## src/rtl/multi_clock_enable_divider_if.sv

```systemverilog
// Configuration bus for the multi-channel clock-enable divider: a divisor
// write strobe with channel select and value, plus the rejected-write flag.
interface multi_clock_enable_divider_if #(
    parameter int CNT_W = 16,
    parameter int CH_W  = 2
);
    logic             cfg_we;
    logic [CH_W-1:0]  cfg_ch;
    logic [CNT_W-1:0] cfg_div;
    logic             cfg_err;

    modport master (
        output cfg_we,
        output cfg_ch,
        output cfg_div,
        input  cfg_err
    );

    modport slave (
        input  cfg_we,
        input  cfg_ch,
        input  cfg_div,
        output cfg_err
    );
endinterface

```

## src/rtl/multi_clock_enable_divider.sv

```systemverilog
// Multi-channel synchronous clock-enable divider. Every channel counts the
// system clock against its own live divisor and produces a one-cycle tick per
// period plus a registered square-wave level. Divisor changes on a running
// channel are held in a shadow register and committed at the period wrap, so
// a period is never cut short.
module multi_clock_enable_divider #(
    parameter int NUM_CH      = 4,
    parameter int CNT_W       = 16,
    parameter int DEFAULT_DIV = 2,
    parameter int CH_W        = (NUM_CH > 1) ? $clog2(NUM_CH) : 1
) (
    input  logic                                 clk,
    input  logic                                 reset,
    input  logic                                 enable,
    input  logic                                 restart,
    multi_clock_enable_divider_if.slave          cfg,
    output logic [NUM_CH-1:0]                    tick,
    output logic [NUM_CH-1:0]                    clk_out,
    output logic [NUM_CH-1:0]                    active
);

    localparam logic [CNT_W-1:0] DIV_RST = CNT_W'(DEFAULT_DIV);
    localparam logic [CNT_W-1:0] ZERO    = {CNT_W{1'b0}};
    localparam logic [CNT_W-1:0] ONE     = CNT_W'(1);

    logic [31:0] ch_ext_s;
    logic        wr_ok_s;
    logic        cfg_err_r;

    // Decode whether the current write targets an existing channel.
    always_comb begin
        ch_ext_s = 32'(cfg.cfg_ch);
        if (ch_ext_s < 32'(NUM_CH)) begin
            wr_ok_s = cfg.cfg_we;
        end else begin
            wr_ok_s = 1'b0;
        end
    end

    // Flag for one cycle any write addressed past the last channel.
    always_ff @(posedge clk or negedge reset) begin
        if (!reset) begin
            cfg_err_r <= 1'b0;
        end else begin
            cfg_err_r <= cfg.cfg_we && (ch_ext_s >= 32'(NUM_CH));
        end
    end

    assign cfg.cfg_err = cfg_err_r;

    for (genvar i = 0; i < NUM_CH; i++) begin : g_ch
        logic [CNT_W-1:0] cnt_r;
        logic [CNT_W-1:0] div_r;
        logic [CNT_W-1:0] sdiv_r;
        logic             pend_r;
        logic             tick_r;
        logic             clk_out_r;
        logic             active_r;

        logic [CNT_W-1:0] cnt_s;
        logic [CNT_W-1:0] div_s;
        logic [CNT_W-1:0] sdiv_s;
        logic [CNT_W-1:0] half_s;
        logic             pend_s;
        logic             tick_s;
        logic             clk_out_s;
        logic             hit_s;

        // Next-state for this channel: restart, immediate load of a disabled
        // channel, shadow write, and counting with commit at the wrap edge.
        always_comb begin
            hit_s     = wr_ok_s && (ch_ext_s == 32'(i));
            cnt_s     = cnt_r;
            div_s     = div_r;
            sdiv_s    = sdiv_r;
            pend_s    = pend_r;
            tick_s    = 1'b0;
            clk_out_s = clk_out_r;
            half_s    = ZERO;
            if (restart) begin
                if (hit_s) begin
                    div_s = cfg.cfg_div;
                end else if (pend_r) begin
                    div_s = sdiv_r;
                end else begin
                    div_s = div_r;
                end
                pend_s    = 1'b0;
                cnt_s     = ZERO;
                clk_out_s = (div_s != ZERO);
            end else if (hit_s && (div_r == ZERO)) begin
                div_s     = cfg.cfg_div;
                cnt_s     = ZERO;
                clk_out_s = 1'b0;
            end else begin
                if (hit_s) begin
                    sdiv_s = cfg.cfg_div;
                    pend_s = 1'b1;
                end else begin
                    sdiv_s = sdiv_r;
                end
                if (enable && (div_r != ZERO)) begin
                    if (cnt_r >= (div_r - ONE)) begin
                        cnt_s  = ZERO;
                        tick_s = 1'b1;
                        // A write landing on the wrap edge takes effect now.
                        if (hit_s) begin
                            div_s  = cfg.cfg_div;
                            pend_s = 1'b0;
                        end else if (pend_r) begin
                            div_s  = sdiv_r;
                            pend_s = 1'b0;
                        end else begin
                            div_s = div_r;
                        end
                    end else begin
                        cnt_s = cnt_r + ONE;
                    end
                    // ceil(D/2) without the overflow of (D+1)>>1.
                    half_s    = (div_s >> 1) + {{(CNT_W-1){1'b0}}, div_s[0]};
                    clk_out_s = (cnt_s < half_s);
                end else if (div_r == ZERO) begin
                    cnt_s     = ZERO;
                    clk_out_s = 1'b0;
                end else begin
                    cnt_s     = cnt_r;
                    clk_out_s = clk_out_r;
                end
            end
        end

        // Channel state and registered outputs.
        always_ff @(posedge clk or negedge reset) begin
            if (!reset) begin
                cnt_r     <= ZERO;
                div_r     <= DIV_RST;
                sdiv_r    <= DIV_RST;
                pend_r    <= 1'b0;
                tick_r    <= 1'b0;
                clk_out_r <= 1'b0;
                active_r  <= (DIV_RST != ZERO);
            end else begin
                cnt_r     <= cnt_s;
                div_r     <= div_s;
                sdiv_r    <= sdiv_s;
                pend_r    <= pend_s;
                tick_r    <= tick_s;
                clk_out_r <= clk_out_s;
                active_r  <= (div_s != ZERO);
            end
        end

        assign tick[i]    = tick_r;
        assign clk_out[i] = clk_out_r;
        assign active[i]  = active_r;
    end

endmodule

```

## src/flat_wrapper.sv

```systemverilog
// flat-port wrapper written by rule: the top's interface ports become plain ports
module multi_clock_enable_divider_flat 
#(
    parameter int NUM_CH      = 4,
    parameter int CNT_W       = 16,
    parameter int DEFAULT_DIV = 2,
    parameter int CH_W        = (NUM_CH > 1) ? $clog2(NUM_CH) : 1
)
  (clk, reset, enable, restart, tick, clk_out, active, cfg_cfg_we, cfg_cfg_ch, cfg_cfg_div, cfg_cfg_err);
  multi_clock_enable_divider_if #(.CNT_W(CNT_W), .CH_W(CH_W)) cfg_i ();
  input  logic clk;
  input  logic reset;
  input  logic enable;
  input  logic restart;
  output logic [NUM_CH-1:0] tick;
  output logic [NUM_CH-1:0] clk_out;
  output logic [NUM_CH-1:0] active;
  input wire logic [$bits(cfg_i.cfg_we)-1:0] cfg_cfg_we;
  input wire logic [$bits(cfg_i.cfg_ch)-1:0] cfg_cfg_ch;
  input wire logic [$bits(cfg_i.cfg_div)-1:0] cfg_cfg_div;
  output wire logic [$bits(cfg_i.cfg_err)-1:0] cfg_cfg_err;
  assign cfg_i.cfg_we = cfg_cfg_we;
  assign cfg_i.cfg_ch = cfg_cfg_ch;
  assign cfg_i.cfg_div = cfg_cfg_div;
  assign cfg_cfg_err = cfg_i.cfg_err;
  multi_clock_enable_divider #(.NUM_CH(NUM_CH), .CNT_W(CNT_W), .DEFAULT_DIV(DEFAULT_DIV), .CH_W(CH_W)) u_core (.clk(clk), .reset(reset), .enable(enable), .restart(restart), .cfg(cfg_i), .tick(tick), .clk_out(clk_out), .active(active));
endmodule
```

## config.mk

```make
export PLATFORM = sky130hd
export DESIGN_NAME = multi_clock_enable_divider_flat
export DESIGN_NICKNAME = d
export VERILOG_FILES = /design/src/rtl/multi_clock_enable_divider_if.sv /design/src/rtl/multi_clock_enable_divider.sv /design/src/flat_wrapper.sv
export SDC_FILE = /design/constraint.sdc
export NUM_CORES = 1
export LEC_CHECK = 0
export ABC_AREA = 1
export CAP_MARGIN = 20
export CORE_MARGIN = 1.5
export CORE_UTILIZATION = 58
export DETAILED_ROUTE_END_ITERATION = 8
export PLACE_DENSITY = 0.78
export REMOVE_ABC_BUFFERS = 1
export SLEW_MARGIN = 10
export SYNTH_ARGS = -nofsm -noshare
export SYNTH_HDL_FRONTEND = slang
export SYNTH_SLANG_ARGS = --single-unit
```

## constraint.sdc

```tcl
create_clock -name clk -period 4.7 [get_ports clk]
set_input_delay 0.47 -clock clk [delete_from_list [all_inputs] [get_ports clk]]
set_output_delay 0.47 -clock clk [all_outputs]
set_load 0.1 [all_outputs]
```

==> results.md <==
Run status:
- The run finished with clean final reports.

Detailed routing:
- The remaining number of nets flagged by the antenna check after routing is 0.
- The routed wire length per instance is 17.5 um.
- The routed wire length on met3 is 3810 um.
- The first TritonRoute pass finished after 6 iterations.
- For this run, design rule violations remaining after detail routing come to 0.
- The detailed router's first-iteration violation count is 1,611.
- Wire segments on met2 add up to 27,500 um in the final route.
- Using the TritonRoute via totals, the vias-per-cell ratio works out to 5.78.
- The final layout contains routed wiring with a total length of 59,200 um.
- Routed signal wires occupy layers up through met4.
- The detailed router placed 19,600 vias in this run.
- In the final routing, the length of wire on met1 measures 24,800 um.

Yosys:
- The share of the Yosys chip area taken by registers is 0.277.
- The synthesized flop and latch total is 208.
- After synthesis, the share of flip-flops with an asynchronous set or reset is 1.00.
- The number of enable-type register cells in the synthesized netlist is 0.
- After synthesis, the cell types taking the most area are dfrtp_1 (26%), nand2_1 (15%), ha_1 (9.3%).
- Summing every instance area after synthesis gives 0.0189 mm2.
- The top cell type by total area after synthesis is dfrtp_1.
- The number of synthesis warnings is 0.
- The number of different library cells used by synthesis comes to 56.
- The average instance in the mapped netlist occupies 6.78 um2.
- Synthesis handed over a netlist of 2,782 instances.
- In the synthesized netlist the dominant register cell turns out to be dfrtp_1.
- The top cell type's share of synthesized area is 0.260.

Clock network:
- CTS built an H-tree with a depth of 1.
- In this run, CTS created clock tree buffers numbering 27.
- The TritonCTS sink count is 208.
- In this run the clock root is driven by a clkbuf_16.
- The clock transition time at the flip-flop clock pins of the worst setup and hold paths is 0.06 ns.
- For the worst-skew pair, the clock arrives at the later sink with an insertion delay of 0.56 ns.
- TritonCTS built the clock tree.
- The longest clock path from root to sink contains 3 buffers.

Placement:
- The half-perimeter wire length after detailed placement is 42,200 um.
- OpenSTA, run right after detailed placement, puts the worst setup slack at -0.182 ns.
- Input and output buffers added on the ports amount to 34.
- Routability-driven placement finished with a final weighted congestion of 0.989.

Cells and area:
- The share of layout cells above drive strength 1 is 0.201.
- The top cell types in the final layout, fill and taps aside, are nand2_1 (699), inv_1 (351), nor2_1 (199).
- The number of nets in the final layout is 3,099.
- The final design utilization is 0.715.
- The number of diodes is 0.
- The filler cell count is 2,540.
- The signed area change from the synthesized netlist to the final layout is 20.5%.
- Leaving out fill and tap cells, the most frequent cell in the layout is nand2_1.

Worst setup path:
- The endpoint of the worst setup timing path is u_core.g_ch[3].clk_out_r.
- By instance count, the cell type seen most on the critical path is nand3_1.
- The worst register-to-register path has a depth of 29.
- The worst setup path is captured at a register.
- The worst setup path is of the register to register kind.
- On the worst path, the slowest cell contributes a delay of 0.38 ns.
- The endpoint identified for the worst register-to-register timing path is u_core.g_ch[3].clk_out_r.
- Tracing the worst setup path back leads to its startpoint at u_core.g_ch[3].div_r[2].
- At the worst endpoint, the arrival time is 5.17 ns.
- The worst register-to-register path begins at u_core.g_ch[3].div_r[2].
- The critical-path cell with the highest stage delay is dfrtp_1.
- In this run the register-to-register setup slack is 0.02 ns.
- The required time reported for the critical path endpoint is 5.18 ns.
- The largest fanout on the critical path is 7.
- The worst setup path is launched from a register.

STA:
- In the finished design, the share of the clock period the worst path needs comes to 0.997.
- Setup slack closes at 0.0154 ns.
- Setup repair after global routing could not meet its margin everywhere.
- The timing-limited maximum frequency is 213 MHz.
- The worst slew slack as a fraction of its limit is 0.341.
- The number of failing hold endpoints at the final stage is 0.
- The final period demand of the worst path is 4.68 ns.
- The clock arrives with 0.0101 ns of skew.
- At the pin with the least slew margin, the transition time is 0.981 ns.
- Setup violations remaining at the end of the flow were counted as 0.
- The final number of max-transition violations is 0.

Global route:
- In the global route stage, overall resource usage came out at 0.338.
- The largest net degree at the start of global routing is 119.
- The via count of the first global-routing pass was 18,200.
- The first global-routing pass estimated 92,100 um of wire.
- The global route total overflow is 0.
- The number of antenna violations at the first check in global routing came to 0.

Floorplan:
- The die extent in x is 183 um.
- The core outline area is 0.0318 mm2.
- The number of placement rows is 65.
- The initial standard-cell utilization of the core is 0.593.
- The die covers 0.0336 mm2.
- The die outline height is 183 um.
- In this run the count of I/O pins placed on the die edge is 36.

Power:
- Summing internal, switching and leakage power gives 0.00693 W.
- The analysis attributes to cell leakage a power of 11.1 nW.
- The worst vdd rail ir drop is 370 uV.
- In this run the power density over the cells is 305 mW/mm2.

Worst hold path:
- The path class of the tightest hold or removal check is primary input to async pin.

Flow run:
- The tool flagged a number of max-cap violations equal to 0.
## flip-flops by register name, summed over array words and instances (netlist names)
signal,count
u_core.g_ch.cnt_r,64
u_core.g_ch.div_r,64
u_core.g_ch.sdiv_r,64
u_core.g_ch.active_r,4
u_core.g_ch.clk_out_r,4
u_core.g_ch.pend_r,4
u_core.g_ch.tick_r,4
## per-stage QoR
step	area, um2	hold slack (ns)	cells	TNS, ns
after detailed placement	20100	0.474	3269	-0.657
after CTS	21400	0.0552	3340	-0.0124
after global routing	22700	0.117	3390	-0.945
final	22700	0.0250	3390	0
after global placement	20100	0.466	3269	-0.0236
after floorplan	18200	0.174	2678	-0.204
## report_power, final
part | internal [W] | switching [W] | leakage [nW]
clock | 0.00127 | 0.000830 | 0.433
sequential | 0.00201 | 0.000203 | 2.66
combinational | 0.000970 | 0.00164 | 7.99
total | 0.00425 | 0.00267 | 11.1
## metal layers
layer | up-vias | track usage
met5 | - | 0
met4 | 0 | 0.155
met3 | 193 | 0.0431
met2 | 846 | 0.563
met1 | 9161 | 0.439
li1 | 9405 | -
## how the worst min path moves through the flow
stage	startpoint	end	slack (ns)
finish	reset	u_core.g_ch[3].cnt_r[4]	0.02
global route	reset	u_core.g_ch[3].cnt_r[4]	0.12
CTS	reset	u_core.g_ch[3].cnt_r[4]	0.06
detailed placement	u_core.g_ch[1].sdiv_r[15]	u_core.g_ch[1].sdiv_r[15]	0.47
global placement	u_core.g_ch[2].sdiv_r[3]	u_core.g_ch[2].sdiv_r[3]	0.47
floorplan	reset	u_core.g_ch[0].clk_out_r	0.17
## area by class of cell
type	instances	area (um2)	area share
repair buffers	229	2020	0.0890
clock buffers	42	802	0.0353
clock inverters	6	82.6	0.00363
inverters	389	1480	0.0650
well taps	435	544	0.0239
multi-input cells	2081	12600	0.553
flip-flops and latches	208	5220	0.230
## critical path, delay by kind of cell (launching register included)
family | cells | cell delay [ns]
compound gates | 5 | 0.84
xor+xnor | 2 | 0.36
fa+ha+maj | 2 | 0.59
buf+inv | 4 | 0.38
flops | 1 | 0.38
simple gates | 16 | 2.04
## cells in the mapped netlist, types with 15 or more instances
library cell,instances
dfrtp_1,196
xnor2_1,17
buf_2,34
inv_2,19
nand2_2,21
buf_4,29
nor3_1,29
a21oi_1,106
o21ai_2,30
nand2_1,748
clkbuf_1,24
o211ai_1,50
nand3_2,22
o21ai_0,197
o21ai_1,52
nor2_1,228
ha_1,140
nand4_1,46
xor2_1,87
nand3_1,151
or2_2,15
o22ai_1,51
inv_1,370
## timing repair
item / CTS / global route
cloned: 0 / 6
pin swaps: 44 / 152
hold buffers: 0 / 0
gates resized for setup: 70 / 209
setup buffers: 23 / 44
endpoints found under the setup margin: 4 / 4
## cell families (layout without fill, tap and decap cells)
kind of cell,Yosys count,after routing,synth area share
other,1,1,0.000199
DFF,208,208,0.277
adders and majority gates,140,140,0.0928
and+or+nand+nor,1318,1318,0.311
buffers and inverters,493,666,0.112
muxes,1,1,0.000597
AOI/OAI and AO/OA,517,517,0.158
xor gates and xnor gates,104,104,0.0483
Note: power is estimated with default switching activity, not from simulation.
